`src/rtl/urv_irq_controller.sv`:
```
// External interrupt controller: synchronizes, latches and masks N_SRC sources,
// presents the lowest-index winner one-hot, and handles claim/complete over a register port.
module urv_irq_controller #(
  parameter int unsigned N_SRC       = 32,
  parameter int unsigned SYNC_STAGES = 2
) (
  input  logic             clk_i,
  input  logic             rst_i,
  input  logic [N_SRC-1:0] irq_src_i,
  input  logic [2:0]       reg_sel_i,
  input  logic             reg_we_i,
  input  logic             reg_re_i,
  input  logic [31:0]      reg_wdata_i,
  output logic [31:0]      reg_rdata_o,
  output logic [31:0]      irq_o,
  output logic             irq_active_o
);

  localparam int unsigned IdW = 5;

  localparam logic [2:0] SelEnable   = 3'd0;
  localparam logic [2:0] SelEdge     = 3'd1;
  localparam logic [2:0] SelPending  = 3'd2;
  localparam logic [2:0] SelClaim    = 3'd3;
  localparam logic [2:0] SelComplete = 3'd4;

  typedef enum logic [1:0] {
    IDLE    = 2'd0,
    PEND    = 2'd1,
    SERVICE = 2'd2
  } state_e;

  logic [N_SRC-1:0] sync_q [SYNC_STAGES];
  logic [N_SRC-1:0] sync_prev_q;
  logic [N_SRC-1:0] enable_q;
  logic [N_SRC-1:0] edge_q;
  logic [N_SRC-1:0] pend_q;
  logic [N_SRC-1:0] pend_d;

  logic [N_SRC-1:0] sync_w;
  logic [N_SRC-1:0] rise_w;
  logic [N_SRC-1:0] pending_w;
  logic [N_SRC-1:0] cand_w;
  logic [N_SRC-1:0] w1c_w;
  logic [N_SRC-1:0] claim_clr_w;
  logic [31:0]      cand_ext_w;

  state_e          state_q;
  logic [IdW-1:0]  cur_id_q;
  logic [31:0]     irq_q;
  logic            active_q;
  logic [31:0]     rdata_q;
  logic [31:0]     rdata_d;

  logic [IdW-1:0]  win_id_w;
  logic [5:0]      cur_num_w;
  logic            cur_hit_w;
  logic            claim_val_w;
  logic            claim_rd_w;
  logic            complete_ok_w;
  logic            unused_w;

  assign unused_w = ^reg_wdata_i;

  // Input synchronizer plus one extra flop of history for edge detection
  always_ff @(posedge clk_i or negedge rst_i) begin
    if (!rst_i) begin
      for (int s = 0; s < int'(SYNC_STAGES); s++) sync_q[s] <= '0;
      sync_prev_q <= '0;
    end else begin
      sync_q[0] <= irq_src_i;
      for (int s = 1; s < int'(SYNC_STAGES); s++) sync_q[s] <= sync_q[s-1];
      sync_prev_q <= sync_w;
    end
  end

  assign sync_w     = sync_q[SYNC_STAGES-1];
  // Rises are only captured while a source is configured edge-triggered
  assign rise_w     = sync_w & ~sync_prev_q & edge_q;
  assign pending_w  = (edge_q & pend_q) | (~edge_q & sync_w);
  assign cand_w     = pending_w & enable_q;
  assign cand_ext_w = 32'(cand_w);

  always_comb begin
    win_id_w = '0;
    for (int i = int'(N_SRC) - 1; i >= 0; i--) begin
      if (cand_w[i]) win_id_w = IdW'(i);
    end
  end

  assign cur_num_w     = 6'(cur_id_q) + 6'd1;
  assign cur_hit_w     = cand_ext_w[cur_id_q];
  assign claim_val_w   = (state_q == PEND) && cur_hit_w;
  assign claim_rd_w    = reg_re_i && (reg_sel_i == SelClaim);
  assign complete_ok_w = reg_we_i && (reg_sel_i == SelComplete) &&
                         (reg_wdata_i[5:0] == cur_num_w);

  assign w1c_w       = (reg_we_i && (reg_sel_i == SelPending)) ? reg_wdata_i[N_SRC-1:0] : '0;
  assign claim_clr_w = (claim_val_w && claim_rd_w) ?
                       (N_SRC'(32'd1 << cur_id_q) & edge_q) : '0;
  // A set landing together with a clear wins
  assign pend_d      = (pend_q & ~(w1c_w | claim_clr_w)) | rise_w;

  always_ff @(posedge clk_i or negedge rst_i) begin
    if (!rst_i) begin
      enable_q <= '0;
      edge_q   <= '0;
      pend_q   <= '0;
    end else begin
      if (reg_we_i && (reg_sel_i == SelEnable)) enable_q <= reg_wdata_i[N_SRC-1:0];
      if (reg_we_i && (reg_sel_i == SelEdge))   edge_q   <= reg_wdata_i[N_SRC-1:0];
      pend_q <= pend_d;
    end
  end

  always_comb begin
    rdata_d = '0;
    case (reg_sel_i)
      SelEnable:  rdata_d = 32'(enable_q);
      SelEdge:    rdata_d = 32'(edge_q);
      SelPending: rdata_d = 32'(pending_w);
      SelClaim:   rdata_d = claim_val_w ? 32'(cur_num_w) : 32'd0;
      default:    rdata_d = '0;
    endcase
  end

  // Claim/complete FSM with registered irq, active and read-data outputs
  always_ff @(posedge clk_i or negedge rst_i) begin
    if (!rst_i) begin
      state_q  <= IDLE;
      cur_id_q <= '0;
      irq_q    <= '0;
      active_q <= 1'b0;
      rdata_q  <= '0;
    end else begin
      if (reg_re_i) rdata_q <= rdata_d;
      case (state_q)
        IDLE: begin
          if (|cand_w) begin
            state_q  <= PEND;
            cur_id_q <= win_id_w;
            irq_q    <= 32'd1 << win_id_w;
            active_q <= 1'b1;
          end
        end
        PEND: begin
          if (!cur_hit_w) begin
            state_q  <= IDLE;
            irq_q    <= '0;
            active_q <= 1'b0;
          end else if (claim_rd_w) begin
            state_q <= SERVICE;
            irq_q   <= '0;
          end
        end
        SERVICE: begin
          if (complete_ok_w) begin
            state_q  <= IDLE;
            active_q <= 1'b0;
          end
        end
        default: begin
          state_q  <= IDLE;
          irq_q    <= '0;
          active_q <= 1'b0;
        end
      endcase
    end
  end

  assign reg_rdata_o  = rdata_q;
  assign irq_o        = irq_q;
  assign irq_active_o = active_q;

endmodule

```
`config.mk`:
```
export PLATFORM = sky130hd
export DESIGN_NAME = urv_irq_controller
export DESIGN_NICKNAME = d
export VERILOG_FILES = /design/src/rtl/urv_irq_controller.sv
export SDC_FILE = /design/constraint.sdc
export NUM_CORES = 1
export LEC_CHECK = 0
export CAP_MARGIN = 20
export CORE_MARGIN = 1
export CORE_UTILIZATION = 55
export CTS_BUF_LIST = sky130_fd_sc_hd__clkbuf_4 sky130_fd_sc_hd__clkbuf_8
export CTS_CLUSTER_DIAMETER = 100
export DETAILED_ROUTE_END_ITERATION = 10
export PLACE_DENSITY = 0.77
export SLEW_MARGIN = 20
export SYNTH_ARGS = -nofsm -noshare
export SYNTH_HDL_FRONTEND = slang
export SYNTH_SLANG_ARGS = --single-unit
```
`constraint.sdc`:
```
create_clock -name clk_i -period 2.9 [get_ports clk_i]
set_input_delay 0.58 -clock clk_i [delete_from_list [all_inputs] [get_ports clk_i]]
set_output_delay 0.58 -clock clk_i [all_outputs]
set_load 0.005 [all_outputs]
```
==> run metrics <==
status finished, final reports clean; drt first pass iters 9; commonest non-fill, non-tap cells in the layout 263 x dfrtp_1, 133 x clkdlybuf4s50_1, 97 x nand2_1; Critical Path End Type flop; Die Width 148 um; Yosys top cell by area dfrtp_1; post-synthesis sequential area ratio 56.7%; final setup margin 0.162 ns; io pins 136; CORE AREA 20500 sq um; final hold violations 0; Int Pwr 7.47 mW; Final Critical Period 2.74 ns; Sink Count 264; clk_lat worst skew 0.54 ns; CTS tree done; Slew @ Worst Pin 0.809 ns; clock tree buffer depth 3; via count 9171; number of synthesized flops with an enable pin 0; # port buffers 135; fmax 365 MHz; ANT nets after route 0; Crit Path Max Fanout 6; Max Cap Viol 0; Layout Utilization 70.0%; Worst Setup Start Kind flop; predominant post-synthesis flop cell dfrtp_1; most common cell after layout, fill and taps aside dfrtp_1; largest net degree at the start of global routing 81; die area 21800 sq um; Setup Crit Path Kind flop to flop; Leak 6.09 nW; met1 Usage GRT 39.8%; synth top area cells dfrtp_1 57%, mux2_2 7.2%, nand2_1 3.1%; synthesized instance count 1019; worst setup path end irq_o[30]; Seq pwr share 42.3%; syn_nets 1096; Final setup viols 0; htree depth 2; Pwr Density 795 nW/um^2; r2r worst-path depth 8; Mapped Area 11700 sq um; FF-to-FF Start edge_q[29]; Critical Path AT 3.21 ns; met2 Use GR 44.2%; Yosys cell types 67; RSZ-0062 raised after global routing no; GP Congestion 0.917; cts bufs inserted 42; HP Class input port to async pin; Critical Path Start edge_q[29]; vias per cell 6.23; number of global-route vias before repair 9028; register area 6610 sq um; fillers 1526; initial DRC count 855; Syn. warnings 0; first-pass GRT wire length 48800 um; Mapped Avg Cell Area 11.4 sq um; clock skew 0.0189 ns; gr usage total 29.0%; Slew headroom 45.9%; met3 usage 6.54%; VDD IR max 0.000479 V; Clk pwr share 28.2%; CTS hold repair buffers 0; combinational share of power 29.5%; GRT overflow 0; DR WL/cell 20.9 um; share of layout cells above drive strength 1 17.5%; initial antenna violation count 0; Area growth, synth to finish 23.1%; HPWL Detailed 20500 um; DRC Markers 0; synthesis-stage register bit count 264; footprint of the multi-input gates 4770 sq um; Critical Path RT 3.37 ns; RR Endpoint irq_o[30]; Root Driver clkbuf_8; clk slew on worst S/H paths 0.06 ns; Final Power 11.4 mW; Yosys top cell area share 56.7%; sw frac 34.5%; Tcrit/Tclk final 94.4%; nets 1254; postcts setup bufs 0; Async S/R FF share, synth 100%; R2R Setup Slk 0.16 ns; max-slew violations 0; placement row count 52; Initial Utilization 56.9%; Place WS 0.0755 ns; die height 148 um; GRT busiest layer met2; setup TNS 0 ns; ANT cells 0; final WL 30700 um; Switching Power 3.93 mW
metal layers:
metal | share of wire [%] | wire length [um] | vias to the layer above
li1 | - | - | 4092
met1 | 42 | 13000 | 4525
met2 | 45 | 13900 | 468
met3 | 8.7 | 2660 | 86
met4 | 3.8 | 1180 | 0
met5 | 0 | 0 | -
flip-flops by register name, summed over array words and instances (netlist names):
name,flops
cur_id_q,5
edge_q,32
enable_q,32
irq_active_o,1
irq_o,32
pend_q,32
reg_rdata_o,32
state_q,2
sync_prev_q,32
sync_q,32
sync_w,32
layout make-up:
type                            count  area share [%]
Clock buffer                       61            5.46
Clock inverter                      9           0.506
Inverter                           19           0.497
Multi-Input combinational cell    686            33.2
Sequential cell                   264            46.1
Tap cell                          270            2.35
Timing Repair Buffer              164            11.9
power groups by stage:
stage               combinational [mW]  sequential (mW)  clock [mW]
floorplan                         2.20             4.63           0
global placement                  3.25             4.83           0
global route                      3.62             4.89        3.46
finish                            3.36             4.82        3.22
CTS                               3.31             4.80        3.29
detailed placement                3.30             4.85           0
kinds of logic (layout without fill, tap and decap cells):
| family | after synthesis | in the layout | synth area share (%) |
|---|---|---|---|
| adders and majority gates | 6 | 6 | 0.644 |
| and+or+nand+nor | 269 | 269 | 11.4 |
| DFF | 264 | 264 | 56.7 |
| AOI/OAI and AO/OA | 306 | 306 | 18.6 |
| xor gates and xnor gates | 8 | 8 | 0.601 |
| muxes | 97 | 97 | 9.48 |
| buffers and inverters | 69 | 253 | 2.63 |
synthesized netlist by cell type (all sizes together), types with 3 or more instances:
| cell type | number |
|---|---|
| dfrtp | 264 |
| nand2 | 100 |
| mux2 | 86 |
| o21ai | 78 |
| a21oi | 57 |
| nor2 | 50 |
| clkbuf | 32 |
| nor2b | 30 |
| a21o | 26 |
| a21boi | 25 |
| a222oi | 25 |
| nand4 | 22 |
| nand3 | 21 |
| a22o | 19 |
| inv | 19 |
| buf | 18 |
| o2bb2ai | 13 |
| and2 | 11 |
| mux2i | 11 |
| nor3 | 10 |
| a22oi | 8 |
| nand4b | 8 |
| o211ai | 8 |
| o22ai | 8 |
| a32o | 6 |
| a32oi | 6 |
| ha | 6 |
| a2111oi | 5 |
| xor2 | 5 |
| a211oi | 4 |
| a2bb2oi | 4 |
| nand2b | 4 |
| and3 | 3 |
| or2 | 3 |
| xnor2 | 3 |
critical path: stages, from the launching register on:
cell       delay, ns
dfrtp_1         0.44
mux2_1          0.39
and2_1          0.20
a311oi_1        0.30
o2111ai_1       0.20
a21oi_1         0.39
o21ai_0         0.19
a21oi_1         0.37
a22o_1          0.19
stage by stage:
stage	cell area [sq um]	instances	hold WS [ns]
after floorplan	11700	1019	0.284
after global placement	13500	1403	0.331
after detailed placement	13500	1403	0.335
after CTS	14300	1473	0.0408
after global routing	14300	1473	0.0443
final	14300	1473	0.0153
how the worst min path moves through the flow:
stage / from / to
after floorplan: rst_i / cur_id_q[0]
after global placement: sync_q[37] / sync_w[5]
after detailed placement: sync_q[40] / sync_w[8]
after CTS: rst_i / sync_q[58]
after global routing: rst_i / sync_q[58]
final: rst_i / sync_q[58]
repair_timing:
action | in CTS | in global routing
endpoints found under the setup margin | 0 | 45
endpoints found under the hold margin | 0 | 0
gates resized for setup | 0 | 3
Note: power is estimated with default switching activity, not from simulation.
==> RTL edit 1 (config.mk and constraints unchanged) <==
Make the reset (`rst_i`) synchronous in 3 clocked blocks.
--- a/src/rtl/urv_irq_controller.sv
+++ b/src/rtl/urv_irq_controller.sv
@@ -64,5 +64,5 @@
 
   // Input synchronizer plus one extra flop of history for edge detection
-  always_ff @(posedge clk_i or negedge rst_i) begin
+  always_ff @(posedge clk_i) begin
     if (!rst_i) begin
       for (int s = 0; s < int'(SYNC_STAGES); s++) sync_q[s] <= '0;
@@ -102,5 +102,5 @@
   assign pend_d      = (pend_q & ~(w1c_w | claim_clr_w)) | rise_w;
 
-  always_ff @(posedge clk_i or negedge rst_i) begin
+  always_ff @(posedge clk_i) begin
     if (!rst_i) begin
       enable_q <= '0;
@@ -126,5 +126,5 @@
 
   // Claim/complete FSM with registered irq, active and read-data outputs
-  always_ff @(posedge clk_i or negedge rst_i) begin
+  always_ff @(posedge clk_i) begin
     if (!rst_i) begin
       state_q  <= IDLE;
Formal check against the unedited RTL: differs if rst_i is asserted again (counterexample within 4 cycles, from zero or initial values and one cycle with rst_i low); with rst_i held inactive, the same outputs for 4 cycles.
==> RTL edit 1 against the unedited design <==
Sequential cell count stayed put. Routed wire length is 12% higher. Hold slack better by 0.41 ns. Cell area is 0.20% lower. Worst setup slack worse by 0.030 ns. Area after synthesis is 0.89% lower. Clock skew hardly changed. Via count is 19% higher.
Power is not compared: it rests on default switching activity, and its combinational part moved more than twofold at a synthesized area within 25%.
==> RTL edit 1: results (changes against the unedited design) <==
\begin{tabular}{lr}
\hline
Metric & Value \\
\hline
\multicolumn{2}{l}{\textbf{Outcome}} \\
\quad Status & completed \\
\multicolumn{2}{l}{\textbf{STA}} \\
\quad Final worst clock skew & 0.0193 ns (+0.000444 ns) \\
\quad Worst hold slack & 0.422 ns (+0.407 ns) \\
\quad Slew at the pin with the worst max-slew slack & 0.935 ns (+0.126 ns) \\
\multicolumn{2}{l}{\textbf{Logic synthesis}} \\
\quad Synth area leaders & sky130\_fd\_sc\_hd\_\_dfxtp\_1, sky130\_fd\_sc\_hd\_\_a21oi\_1, sky130\_fd\_sc\_hd\_\_nand2\_1 \\
\quad Gate count after technology mapping & 1334 (+31\%) \\
\quad Syn nets & 1411 (+29\%) \\
\quad Share of async-settable or async-resettable flops after synthesis & 0\% (-100 points) \\
\quad Top cells by count, synth & sky130\_fd\_sc\_hd\_\_dfxtp\_1, sky130\_fd\_sc\_hd\_\_a21oi\_1, sky130\_fd\_sc\_hd\_\_nand2\_1 \\
\quad Sequential share of the synthesized area & 45.8\% (-11 points) \\
\multicolumn{2}{l}{\textbf{Layout}} \\
\quad Post-layout net count & 1551 (+24\%) \\
\quad Share of post-route cells with drive strength above 1 & 11.8\% (-5.7 points) \\
\multicolumn{2}{l}{\textbf{Setup path}} \\
\quad CP max FO & 29 (+23) \\
\quad Reg2Reg Setup Slack & 0.13 ns (-0.03 ns) \\
\quad Endpoint of the worst-slack reg-to-reg timing path & irq\_o[1] \\
\quad Critical Path AT & 3.25 ns (+0.04 ns) \\
\multicolumn{2}{l}{\textbf{GRT}} \\
\quad Largest net degree at the start of global routing & 77 (-4.9\%) \\
\quad GRT Overall Usage & 31.7\% (+2.7 points) \\
\quad Vias in the first global route & 10300 (+14\%) \\
\multicolumn{2}{l}{\textbf{Routing}} \\
\quad Average routed wire per standard cell & 19.4 um (-7.2\%) \\
\quad DRT iter0 DRCs & 911 (+6.5\%) \\
\multicolumn{2}{l}{\textbf{Place}} \\
\quad Total placed cells including tap cells & 1698 (+21\%) \\
\quad Pre-CTS setup slack & 0.0271 ns (-0.0484 ns) \\
\quad Final HPWL DP & 23300 um (+14\%) \\
\quad Placement-stage cell area & 0.0133 mm\^{}2 (-1.4\%) \\
\multicolumn{2}{l}{\textbf{Floorplan}} \\
\quad Starting density of the core & 56.5\% (-0.33 points) \\
\hline
\end{tabular}
-- RTL edit 1: metal layers --
layer / vias to the layer above / global-route usage, % / routed length (um)
met3: 95 / 4.47 / 2960
li1: 5075 / - / -
met1: 5141 / 42.0 / 14100
met4: 0 / 14.2 / 1250
met5: - / 0 / 0
met2: 577 / 51.4 / 16100
-- RTL edit 1: cell families after synthesis --
kind of cell / count (synthesis) / synth area share (%)
buffers and inverters: 139 / 4.82
DFF: 264 / 45.8
and+or+nand+nor: 461 / 19.8
muxes: 41 / 4.28
xor gates and xnor gates: 8 / 0.607
adders and majority gates: 6 / 0.650
AOI/OAI and AO/OA: 415 / 24.1
-- RTL edit 1: repair_timing --
| action | CTS | global route |
|---|---|---|
| gates resized for setup | 0 | 7 |
| endpoints found under the setup margin | 0 | 25 |
| setup buffers | 0 | 2 |
| hold buffers | 0 | 0 |
-- RTL edit 1: worst max path at each step --
| stage | slack [ns] | start | end |
|---|---|---|---|
| 4_1_cts | 0.01 | edge_q[25] | irq_o[13] |
| 6_report | 0.13 | edge_q[0] | irq_o[1] |
| 3_3_place_gp | 0.12 | reg_wdata_i[2] | irq_o[2] |
| 3_5_place_dp | 0.03 | edge_q[25] | irq_o[13] |
| 2_1_floorplan | 0.49 | edge_q[5] | irq_o[11] |
| 5_1_grt | 0.04 | edge_q[25] | irq_o[7] |
-- RTL edit 1: area by class of cell --
class | instances | area, um^2
Clock buffer | 68 | 880
Clock inverter | 10 | 100
Fill cell | 1635 | 6110
Inverter | 53 | 203
Multi-Input combinational cell | 931 | 5740
Sequential cell | 264 | 5290
Tap cell | 270 | 338
Timing Repair Buffer | 182 | 1770
==> RTL edit 2 (same flow settings) <==
Without the edit above. Change the parameter `N_SRC` from 32 to 16.
--- a/src/rtl/urv_irq_controller.sv
+++ b/src/rtl/urv_irq_controller.sv
@@ -2,5 +2,5 @@
 // presents the lowest-index winner one-hot, and handles claim/complete over a register port.
 module urv_irq_controller #(
-  parameter int unsigned N_SRC       = 32,
+  parameter int unsigned N_SRC       = 16,
   parameter int unsigned SYNC_STAGES = 2
 ) (
Interface: changed (resized irq_src_i); port bits go from 136 to 120. The function was not compared with the original's and may differ.
==> RTL edit 2 against the unedited design <==
Routed wire length shrank 48%. Power shrank 47%. Critical path type unchanged. Cell area shrank 47%. First-iteration DRC count shrank 54%. Area after synthesis shrank 45%. Worst setup slack gained 0.085 ns. Sequential cell count shrank 129. Synthesized cell count shrank 44%.
==> RTL edit 2: results (changes against the unedited design) <==
\begin{tabular}{lr}
\hline
Metric & Value \\
\hline
\multicolumn{2}{l}{\textbf{STA}} \\
\quad Final worst clock skew & 0.0114 ns (-0.00748 ns) \\
\quad Slew at the pin with the worst max-slew slack & 0.662 ns (-0.147 ns) \\
\multicolumn{2}{l}{\textbf{Logic synthesis}} \\
\quad Synth area leaders & sky130\_fd\_sc\_hd\_\_dfrtp\_1, sky130\_fd\_sc\_hd\_\_mux2\_2, sky130\_fd\_sc\_hd\_\_nand2\_1 \\
\quad Sequential share of the synthesized area & 53.0\% (-3.6 points) \\
\quad Distinct cells, synth & 59 (-12\%) \\
\multicolumn{2}{l}{\textbf{Setup path}} \\
\quad Worst reg-to-reg path cell count & 6 (-2) \\
\quad Endpoint of the worst-slack reg-to-reg timing path & irq\_active\_o \\
\quad Worst EP required & 3.20 ns (-0.17 ns) \\
\multicolumn{2}{l}{\textbf{Clocking}} \\
\quad Max Buffers Root-to-Sink & 2 (-1) \\
\quad Latest clock arrival within the worst-skew pair & 0.45 ns (-0.09 ns) \\
\quad H-tree depth reported by CTS & 4 (+2) \\
\quad Number of clock buffers inserted by TritonCTS & 17 (-60\%) \\
\multicolumn{2}{l}{\textbf{Place}} \\
\quad Final weighted congestion in routability-driven placement & 0.911 (-0.67\%) \\
\quad Pre-CTS setup slack & 0.327 ns (+0.252 ns) \\
\quad Number of I/O port buffers & 71 (-47\%) \\
\multicolumn{2}{l}{\textbf{Outcome}} \\
\quad Status & completed \\
\multicolumn{2}{l}{\textbf{GRT}} \\
\quad Largest net degree at the start of global routing & 68 (-16\%) \\
\quad Vias in the first global route & 5061 (-44\%) \\
\quad Global-route wire length before repair & 25700 um (-47\%) \\
\quad GRT Overall Usage & 29.1\% (+0.14 points) \\
\multicolumn{2}{l}{\textbf{Pwr}} \\
\quad IR Drop Worst-Case VDD & 0.000475 V (-0.91\%) \\
\quad P\_sw & 2.16 mW (-45\%) \\
\multicolumn{2}{l}{\textbf{Routing}} \\
\quad Detailed-router iteration count before antenna repair & 6 (-3) \\
\quad Final wirelength & 15900 um (-48\%) \\
\quad DRT iter0 DRCs & 397 (-54\%) \\
\quad Number of vias after detailed routing & 5016 (-45\%) \\
\multicolumn{2}{l}{\textbf{Layout}} \\
\quad Number of fill cells in the layout & 848 (-44\%) \\
\quad Share of post-route cells with drive strength above 1 & 14.6\% (-2.9 points) \\
\hline
\end{tabular}
-- RTL edit 2: critical path, cell delays in order (launching register included) --
cell and delay [ns]:
sky130_fd_sc_hd__dfrtp_1 0.44, sky130_fd_sc_hd__mux2_1 0.38, sky130_fd_sc_hd__a22o_1 0.32, sky130_fd_sc_hd__or4_1 0.48, sky130_fd_sc_hd__o21ai_0 0.57, sky130_fd_sc_hd__nor2b_1 0.25, sky130_fd_sc_hd__a31oi_1 0.07
-- RTL edit 2: worst max path at each step --
stage | from | to | slack (ns)
after CTS | edge_q[9] | irq_active_o | 0.28
after global placement | edge_q[9] | state_q[1] | 0.40
after detailed placement | reg_sel_i[2] | pend_q[9] | 0.33
final | edge_q[9] | irq_active_o | 0.25
after global routing | edge_q[9] | cur_id_q[0] | 0.1
after floorplan | cur_id_q[0] | irq_o[13] | 0.58
-- RTL edit 2: logic make-up after synthesis --
family	share of synthesized area, %
and+or+nand+nor	12.8
AOI/OAI and AO/OA	16.7
DFF	53.0
buffers and inverters	6.39
muxes	9.02
adders and majority gates	1.18
xor gates and xnor gates	0.825
other	0.0589
-- RTL edit 2: layout make-up --
cell class | instances | share of cell area, %
timing repair buffer | 92 | 11.6
clock inverter | 12 | 1.67
multi-input combinational | 400 | 35.6
inverter | 14 | 0.692
clock buffer | 20 | 3.54
sequential | 135 | 44.5
tap | 140 | 2.31
-- RTL edit 2: routing by layer --
metal  global-route usage, %  wire, um
met1                    38.5      6770
met2                    45.5      7470
met3                    7.65      1300
met4                    12.7       308
met5                       0         0
-- RTL edit 2: power by group through the flow --
stage / registers (mW) / clock network (mW) / logic (mW)
2_1_floorplan: 2.43 / 0 / 1.29
6_report: 2.50 / 1.55 / 1.94
5_1_grt: 2.54 / 1.64 / 2.10
3_3_place_gp: 2.50 / 0 / 1.85
4_1_cts: 2.49 / 1.57 / 1.91
3_5_place_dp: 2.53 / 0 / 1.90
-- RTL edit 2: metrics by stage --
stage | hold slack (ns) | total power [mW] | util (%) | cells | cell area (um^2)
finish | 0.122 | 5.99 | 68.5 | 813 | 7590
global route | 0.163 | 6.28 | 68.5 | 813 | 7590
CTS | 0.128 | 5.98 | 68.5 | 813 | 7590
detailed placement | 0.335 | 4.42 | 64.9 | 781 | 7190
global placement | 0.331 | 4.35 | 64.9 | 781 | 7190
floorplan | 0.284 | 3.71 | - | 606 | 6480
